$ cat config.mk
export PLATFORM = sky130hd
export DESIGN_NAME = multicycle_control_flat
export DESIGN_NICKNAME = d
export VERILOG_FILES = /design/src/rtl/multicycle_control_if.sv /design/src/rtl/multicycle_control.sv /design/src/flat_wrapper.sv
export SDC_FILE = /design/constraint.sdc
export NUM_CORES = 1
export LEC_CHECK = 0
export CAP_MARGIN = 10
export CORE_MARGIN = 5
export CORE_UTILIZATION = 45
export CTS_CLUSTER_SIZE = 30
export DETAILED_ROUTE_END_ITERATION = 8
export GPL_TIMING_DRIVEN = 1
export PLACE_DENSITY = 0.69
export SLEW_MARGIN = 20
export SYNTH_ARGS = -nofsm -noshare
export SYNTH_HDL_FRONTEND = slang
export SYNTH_SLANG_ARGS = --single-unit
$ cat constraint.sdc
create_clock -name Clk -period 3.5 [get_ports Clk]
set_input_delay 0.525 -clock Clk [delete_from_list [all_inputs] [get_ports Clk]]
set_output_delay 0.525 -clock Clk [all_outputs]
set_load 0.03 [all_outputs]
$ cat src/rtl/multicycle_control_if.sv
// rtl/multicycle_control_if.sv - instruction/memory handshake and datapath strobe bundle for multicycle_control
interface multicycle_control_if #(
  parameter int OPW  = 4,
  parameter int ALUW = 3,
  parameter int CNTW = 16
);
  logic            InstValid;
  logic [OPW-1:0]  Opcode;
  logic            Zero;
  logic            MemReady;
  logic            IRWrite;
  logic            PCWrite;
  logic            Branch;
  logic            ALUSrc;
  logic [ALUW-1:0] ALUOp;
  logic            MemRead;
  logic            MemWrite;
  logic            MemtoReg;
  logic            RegWrite;
  logic            Halted;
  logic            Fault;
  logic [CNTW-1:0] RetireCnt;

  // Controller side: consumes instruction/memory status, drives strobes and status
  modport master (
    input  InstValid, Opcode, Zero, MemReady,
    output IRWrite, PCWrite, Branch, ALUSrc, ALUOp, MemRead, MemWrite,
           MemtoReg, RegWrite, Halted, Fault, RetireCnt
  );

  // Datapath/memory side
  modport slave (
    output InstValid, Opcode, Zero, MemReady,
    input  IRWrite, PCWrite, Branch, ALUSrc, ALUOp, MemRead, MemWrite,
           MemtoReg, RegWrite, Halted, Fault, RetireCnt
  );
endinterface

$ cat src/rtl/multicycle_control.sv
// rtl/multicycle_control.sv - multi-cycle FETCH/DECODE/EXEC/MEM/WB control sequencer
module multicycle_control #(
  parameter int OPW     = 4,
  parameter int ALUW    = 3,
  parameter int TIMEOUT = 8,
  parameter int CNTW    = 16
) (
  input  logic                 Clk,
  input  logic                 Reset,
  multicycle_control_if.master bus
);

  // Wait counter only has to reach TIMEOUT-1, the last MEM cycle before a fault.
  localparam int WW = $clog2(TIMEOUT);
  localparam logic [WW-1:0] WAIT_LAST = WW'(TIMEOUT - 1);

  localparam logic [3:0] OP_STORE = 4'h0;
  localparam logic [3:0] OP_ADD   = 4'h1;
  localparam logic [3:0] OP_LOAD  = 4'h2;
  localparam logic [3:0] OP_SUB   = 4'h3;
  localparam logic [3:0] OP_AND   = 4'h4;
  localparam logic [3:0] OP_XOR   = 4'h5;
  localparam logic [3:0] OP_BEQZ  = 4'h6;
  localparam logic [3:0] OP_ADDI  = 4'h7;
  localparam logic [3:0] OP_HALT  = 4'hF;

  localparam logic [ALUW-1:0] ALU_ADD  = ALUW'(3'b000);
  localparam logic [ALUW-1:0] ALU_SUB  = ALUW'(3'b001);
  localparam logic [ALUW-1:0] ALU_AND  = ALUW'(3'b010);
  localparam logic [ALUW-1:0] ALU_XOR  = ALUW'(3'b011);
  localparam logic [ALUW-1:0] ALU_PASS = ALUW'(3'b111);

  typedef enum logic [2:0] {
    S_FETCH,
    S_DECODE,
    S_EXEC,
    S_MEM,
    S_WB,
    S_HALT,
    S_FAULT
  } state_t;

  state_t          state;
  logic [OPW-1:0]  op_q;
  logic [WW-1:0]   wait_q;
  logic            halted_q;
  logic            fault_q;
  logic [CNTW-1:0] retire_q;

  logic            op_hi_zero;
  logic [3:0]      op_lo;
  logic            is_store, is_load, is_alu, is_addi, is_beqz, is_halt, is_nop;
  logic [ALUW-1:0] alu_dec;

  logic            ir_write, pc_write, branch, alu_src;
  logic            mem_read, mem_write, mem_to_reg, reg_write;
  logic [ALUW-1:0] alu_op;

  // Any nonzero bit above the 4-bit opcode field turns the instruction into a NOP.
  assign op_hi_zero = ((op_q >> 4) == '0);
  assign op_lo      = op_q[3:0];

  // Classify the latched opcode and pick its ALU operation
  always_comb begin
    is_store = 1'b0;
    is_load  = 1'b0;
    is_alu   = 1'b0;
    is_addi  = 1'b0;
    is_beqz  = 1'b0;
    is_halt  = 1'b0;
    alu_dec  = ALU_PASS;
    if (op_hi_zero) begin
      case (op_lo)
        OP_STORE: begin is_store = 1'b1; alu_dec = ALU_ADD; end
        OP_LOAD:  begin is_load  = 1'b1; alu_dec = ALU_ADD; end
        OP_ADD:   begin is_alu   = 1'b1; alu_dec = ALU_ADD; end
        OP_SUB:   begin is_alu   = 1'b1; alu_dec = ALU_SUB; end
        OP_AND:   begin is_alu   = 1'b1; alu_dec = ALU_AND; end
        OP_XOR:   begin is_alu   = 1'b1; alu_dec = ALU_XOR; end
        OP_ADDI:  begin is_alu   = 1'b1; is_addi = 1'b1; alu_dec = ALU_ADD; end
        OP_BEQZ:  is_beqz = 1'b1;
        OP_HALT:  is_halt = 1'b1;
        default:  ;
      endcase
    end
    is_nop = !(is_store || is_load || is_alu || is_beqz || is_halt);
  end

  // Per-state datapath strobes; IRWrite, Branch and the store retire pulse follow live inputs
  always_comb begin
    ir_write   = 1'b0;
    pc_write   = 1'b0;
    branch     = 1'b0;
    alu_src    = 1'b0;
    alu_op     = ALU_PASS;
    mem_read   = 1'b0;
    mem_write  = 1'b0;
    mem_to_reg = 1'b0;
    reg_write  = 1'b0;
    case (state)
      S_FETCH:  ir_write = bus.InstValid;
      S_DECODE: pc_write = is_nop;
      S_EXEC: begin
        alu_op  = alu_dec;
        alu_src = is_load || is_store;
        if (is_beqz) begin
          branch   = bus.Zero;
          pc_write = 1'b1;
        end
      end
      S_MEM: begin
        alu_op    = alu_dec;
        alu_src   = 1'b1;
        mem_read  = is_load;
        mem_write = is_store;
        pc_write  = is_store && bus.MemReady;
      end
      S_WB: begin
        alu_op     = alu_dec;
        reg_write  = 1'b1;
        pc_write   = 1'b1;
        mem_to_reg = is_load;
        alu_src    = is_addi;
      end
      default: ;
    endcase
  end

  // Sequencer state, memory wait timer, sticky status and retire counter
  always_ff @(posedge Clk) begin
    if (Reset) begin
      state    <= S_FETCH;
      op_q     <= '0;
      wait_q   <= '0;
      halted_q <= 1'b0;
      fault_q  <= 1'b0;
      retire_q <= '0;
    end else begin
      if (pc_write) retire_q <= retire_q + CNTW'(1);
      case (state)
        S_FETCH: begin
          if (bus.InstValid) begin
            op_q  <= bus.Opcode;
            state <= S_DECODE;
          end
        end
        S_DECODE: begin
          if (is_halt) begin
            halted_q <= 1'b1;
            state    <= S_HALT;
          end else if (is_nop) begin
            state <= S_FETCH;
          end else begin
            state <= S_EXEC;
          end
        end
        S_EXEC: begin
          if (is_load || is_store) begin
            wait_q <= '0;
            state  <= S_MEM;
          end else if (is_beqz) begin
            state <= S_FETCH;
          end else begin
            state <= S_WB;
          end
        end
        S_MEM: begin
          // A ready arriving on the last allowed cycle still completes the access.
          if (bus.MemReady) begin
            state <= is_load ? S_WB : S_FETCH;
          end else if (wait_q == WAIT_LAST) begin
            fault_q <= 1'b1;
            state   <= S_FAULT;
          end else begin
            wait_q <= wait_q + WW'(1);
          end
        end
        S_WB:    state <= S_FETCH;
        S_HALT:  ;
        S_FAULT: ;
        default: state <= S_FETCH;
      endcase
    end
  end

  assign bus.IRWrite   = ir_write;
  assign bus.PCWrite   = pc_write;
  assign bus.Branch    = branch;
  assign bus.ALUSrc    = alu_src;
  assign bus.ALUOp     = alu_op;
  assign bus.MemRead   = mem_read;
  assign bus.MemWrite  = mem_write;
  assign bus.MemtoReg  = mem_to_reg;
  assign bus.RegWrite  = reg_write;
  assign bus.Halted    = halted_q;
  assign bus.Fault     = fault_q;
  assign bus.RetireCnt = retire_q;

endmodule
$ cat src/flat_wrapper.sv
// flat-port wrapper written by rule: the top's interface ports become plain ports
module multicycle_control_flat 
#(
  parameter int OPW     = 4,
  parameter int ALUW    = 3,
  parameter int TIMEOUT = 8,
  parameter int CNTW    = 16
)
  (Clk, Reset, bus_InstValid, bus_Opcode, bus_Zero, bus_MemReady, bus_IRWrite, bus_PCWrite, bus_Branch, bus_ALUSrc, bus_ALUOp, bus_MemRead, bus_MemWrite, bus_MemtoReg, bus_RegWrite, bus_Halted, bus_Fault, bus_RetireCnt);
  multicycle_control_if #(.OPW(OPW), .ALUW(ALUW), .CNTW(CNTW)) bus_i ();
  input  logic Clk;
  input  logic Reset;
  input wire logic [$bits(bus_i.InstValid)-1:0] bus_InstValid;
  input wire logic [$bits(bus_i.Opcode)-1:0] bus_Opcode;
  input wire logic [$bits(bus_i.Zero)-1:0] bus_Zero;
  input wire logic [$bits(bus_i.MemReady)-1:0] bus_MemReady;
  output wire logic [$bits(bus_i.IRWrite)-1:0] bus_IRWrite;
  output wire logic [$bits(bus_i.PCWrite)-1:0] bus_PCWrite;
  output wire logic [$bits(bus_i.Branch)-1:0] bus_Branch;
  output wire logic [$bits(bus_i.ALUSrc)-1:0] bus_ALUSrc;
  output wire logic [$bits(bus_i.ALUOp)-1:0] bus_ALUOp;
  output wire logic [$bits(bus_i.MemRead)-1:0] bus_MemRead;
  output wire logic [$bits(bus_i.MemWrite)-1:0] bus_MemWrite;
  output wire logic [$bits(bus_i.MemtoReg)-1:0] bus_MemtoReg;
  output wire logic [$bits(bus_i.RegWrite)-1:0] bus_RegWrite;
  output wire logic [$bits(bus_i.Halted)-1:0] bus_Halted;
  output wire logic [$bits(bus_i.Fault)-1:0] bus_Fault;
  output wire logic [$bits(bus_i.RetireCnt)-1:0] bus_RetireCnt;
  assign bus_i.InstValid = bus_InstValid;
  assign bus_i.Opcode = bus_Opcode;
  assign bus_i.Zero = bus_Zero;
  assign bus_i.MemReady = bus_MemReady;
  assign bus_IRWrite = bus_i.IRWrite;
  assign bus_PCWrite = bus_i.PCWrite;
  assign bus_Branch = bus_i.Branch;
  assign bus_ALUSrc = bus_i.ALUSrc;
  assign bus_ALUOp = bus_i.ALUOp;
  assign bus_MemRead = bus_i.MemRead;
  assign bus_MemWrite = bus_i.MemWrite;
  assign bus_MemtoReg = bus_i.MemtoReg;
  assign bus_RegWrite = bus_i.RegWrite;
  assign bus_Halted = bus_i.Halted;
  assign bus_Fault = bus_i.Fault;
  assign bus_RetireCnt = bus_i.RetireCnt;
  multicycle_control #(.OPW(OPW), .ALUW(ALUW), .TIMEOUT(TIMEOUT), .CNTW(CNTW)) u_core (.Clk(Clk), .Reset(Reset), .bus(bus_i));
endmodule
==> results.cfg <==
[power]
p_leak_nw = 0.8351
power_density_mw_per_mm2 = 462.7
vdd_drop_max_mv = 0.3103

[timing]
post-route-period-util_pct = 85.31
worst_slew_pin_slew_ns = 0.5717
fmax_mhz = 334.9
whs_ns = 0.4622
hold_viol_final = 0
maxSlewHeadroom_pct = 61.83
fin_setup_tns_ns = 0
finalSetupViolations = 0
rsz0062_at_grt = false
timing.clock.skew_ns = 0.003330
layout_min_cycle_time_ns = 2.986
fin_ws_ns = 0.5142
slew_violations = 0

[cts]
clk_pin_slew_ns = 0.10
clock_sinks = 28
clockRootBuffer = clkbuf_8
cts_buffers = 3
cts_tree = done
cts.path.max_buffers = 2
cts_htree_levels = 1
cts_hold_buf = 0
clk_latency_ns = 0.27
post_cts_resized = 0
postCtsSetupBuffers = 0

[critical_path]
cp_top_family = buffers and inverters
cp-end-kind = primary output
path_class = input port to primary output
worstSetupEndpoint = bus_PCWrite
reg2reg_slack_ns = 1.39
worst-path-max-fanout = 16
cp_num_buf_inv = 2
cp.depth = 5
crit_top_cell = clkdlybuf4s50_1
crit_path_start = bus_MemReady
r2r_end = u_core.bus.RetireCnt[11]
reg2reg_depth = 4
worstPathArrival_ns = 2.46
critPathSlowestCell = clkdlybuf4s50_1
cp.required_ns = 2.97
path_cells = clkdlybuf4s50_1 -> and4bb_1 -> o21ai_4 -> nand2_1 -> clkdlybuf4s50_1
critical-path-max-stage-delay_ns = 0.61
r2r_start = u_core.state[0]
crit_path_start_kind = input port

[yosys]
synth_flop_cell = dfxtp_1
synth_nets = 228
synthTopCellsByCount = dfxtp_1 (28), nor2_1 (27), nand2_1 (17), nor2b_1 (17)
syn_area_mm2 = 0.001804
postSynthAreaPerCell_um2 = 8.353
synth-edff-count = 0
synth-seq-area-share_pct = 31.07
netlist_instances = 216
synth_area_leaders = dfxtp_1 (31%), mux2_1 (8.7%), nor2b_1 (5.9%)
yosysTopAreaCell = dfxtp_1
ys_seq_elements = 28
synth_cell_types = 48
synth.most_common_cell = dfxtp_1
synth_warnings = 0
async_flop_share_pct = 0
synth_top_area_share_pct = 31.07

[global_route]
grt_max_degree = 33
grtUsageTotal_pct = 15.46
first_global_vias = 1506
grt_overflow = 0
antenna_found_initial = 0
grt_pass1_wl_um = 6755

[detailed_routing]
firstDrtPassIters = 4
wirelength_um = 3915
drt-initial-drc-count = 81
vias = 1637
wl_per_cell_um = 13.36
drtAntennaViolNets = 0
drc_errors = 0
avgViaCountPerCell = 5.587

[cells_and_area]
layout-drive-gt1-share_pct = 6.996
finalInstanceArea_mm2 = 0.002230
diodes = 0
finish.utilization_pct = 56.55
num-nets-final = 256
syn_to_final_growth_pct = 23.58

[floorplanning]
initial_core_util_pct = 45.76
die-area_mm2 = 0.005376
coreArea_mm2 = 0.003943
ios = 38
row_count = 23
die_x_um = 73.32
die_h_um = 73.32

[outcome]
status = finished clean

[place]
place_hpwl_um = 2869
dpl_worst_slack_ns = 0.5138
place_area_mm2 = 0.002163
gp_congestion = 0.7734
port-buffer-count = 37

[worst_hold_path]
hp-class = register to register

[flow_run]
cap_violations = 0
layer usage:
layer	global-route usage, %	part of all wire, %
met5	0	0
met4	4.225	0.79
met3	3.010	5.0
met2	25.72	46
met1	20.39	48
metrics by stage:
step	cells	total power (W)
after detailed placement	289	0.0007811
after floorplan	216	0.0006912
after global routing	293	0.001090
after global placement	289	0.0007806
after CTS	293	0.001037
final	293	0.001032
registers in the layout (all words and copies together) (netlist names):
name	count
u_core.bus.Halted	1
u_core.bus.Fault	1
u_core.op_lo	4
u_core.wait_q	3
u_core.state	3
u_core.bus.RetireCnt	16
placed cells by master (no fill, tap or decap), types with 3 or more instances in the layout:
cell type,Yosys,routed
nand2b_1,3,3
nor3_1,7,7
dfxtp_1,28,28
nor2b_1,17,17
a21oi_1,14,14
mux2i_1,4,4
or3_1,4,4
nand2_1,17,17
a211oi_1,4,4
clkbuf_8,0,3
mux2_1,14,14
o21ai_0,5,5
ha_1,3,3
nor2_1,27,27
nand3_1,7,7
clkdlybuf4s50_1,0,36
nand4_1,6,6
worst min-delay path, cell delays in order (launching register included):
cell,delay [ns]
dfxtp_1,0.32
nand2_1,0.05
a21oi_1,0.05
worst min-delay path by stage:
stage | start | to | cells past startpoint
after global routing | u_core.wait_q[1] | u_core.wait_q[1] | 2
after global placement | u_core.wait_q[1] | u_core.wait_q[1] | 2
final | u_core.wait_q[2] | u_core.wait_q[2] | 2
after floorplan | u_core.wait_q[1] | u_core.wait_q[1] | 2
after detailed placement | u_core.wait_q[2] | u_core.wait_q[2] | 2
after CTS | u_core.wait_q[2] | u_core.wait_q[2] | 2
power by group:
| part | switching, W | total (W) | internal (W) |
|---|---|---|---|
| combinational | 0.000195 | 0.000352 | 0.000157 |
| clock | 0.000105 | 0.000258 | 0.000153 |
| sequential | 0.0000800 | 0.000421 | 0.000341 |
| total | 0.000380 | 0.00103 | 0.000652 |
final cells by class:
class	count	area (um^2)
Inverter	3	13.76
Tap cell	50	62.56
Timing Repair Buffer	39	380.4
Clock inverter	1	30.03
Clock buffer	3	41.29
Sequential cell	28	560.5
Fill cell	367	1713
Multi-Input combinational cell	169	1141
cells by family (layout without fill, tap and decap cells):
logic type / Yosys count / in the layout / share of synthesized area (%)
AO/OA/AOI/OAI: 43 / 43 / 18.03
buffers and inverters: 19 / 46 / 5.687
XOR/XNOR: 1 / 1 / 0.4855
multiplexers: 18 / 18 / 10.96
adder cells (fa/ha/maj): 3 / 3 / 2.081
AND/OR/NAND/NOR: 104 / 104 / 31.69
flip-flops: 28 / 28 / 31.07
(Power assumes the default switching activity.)
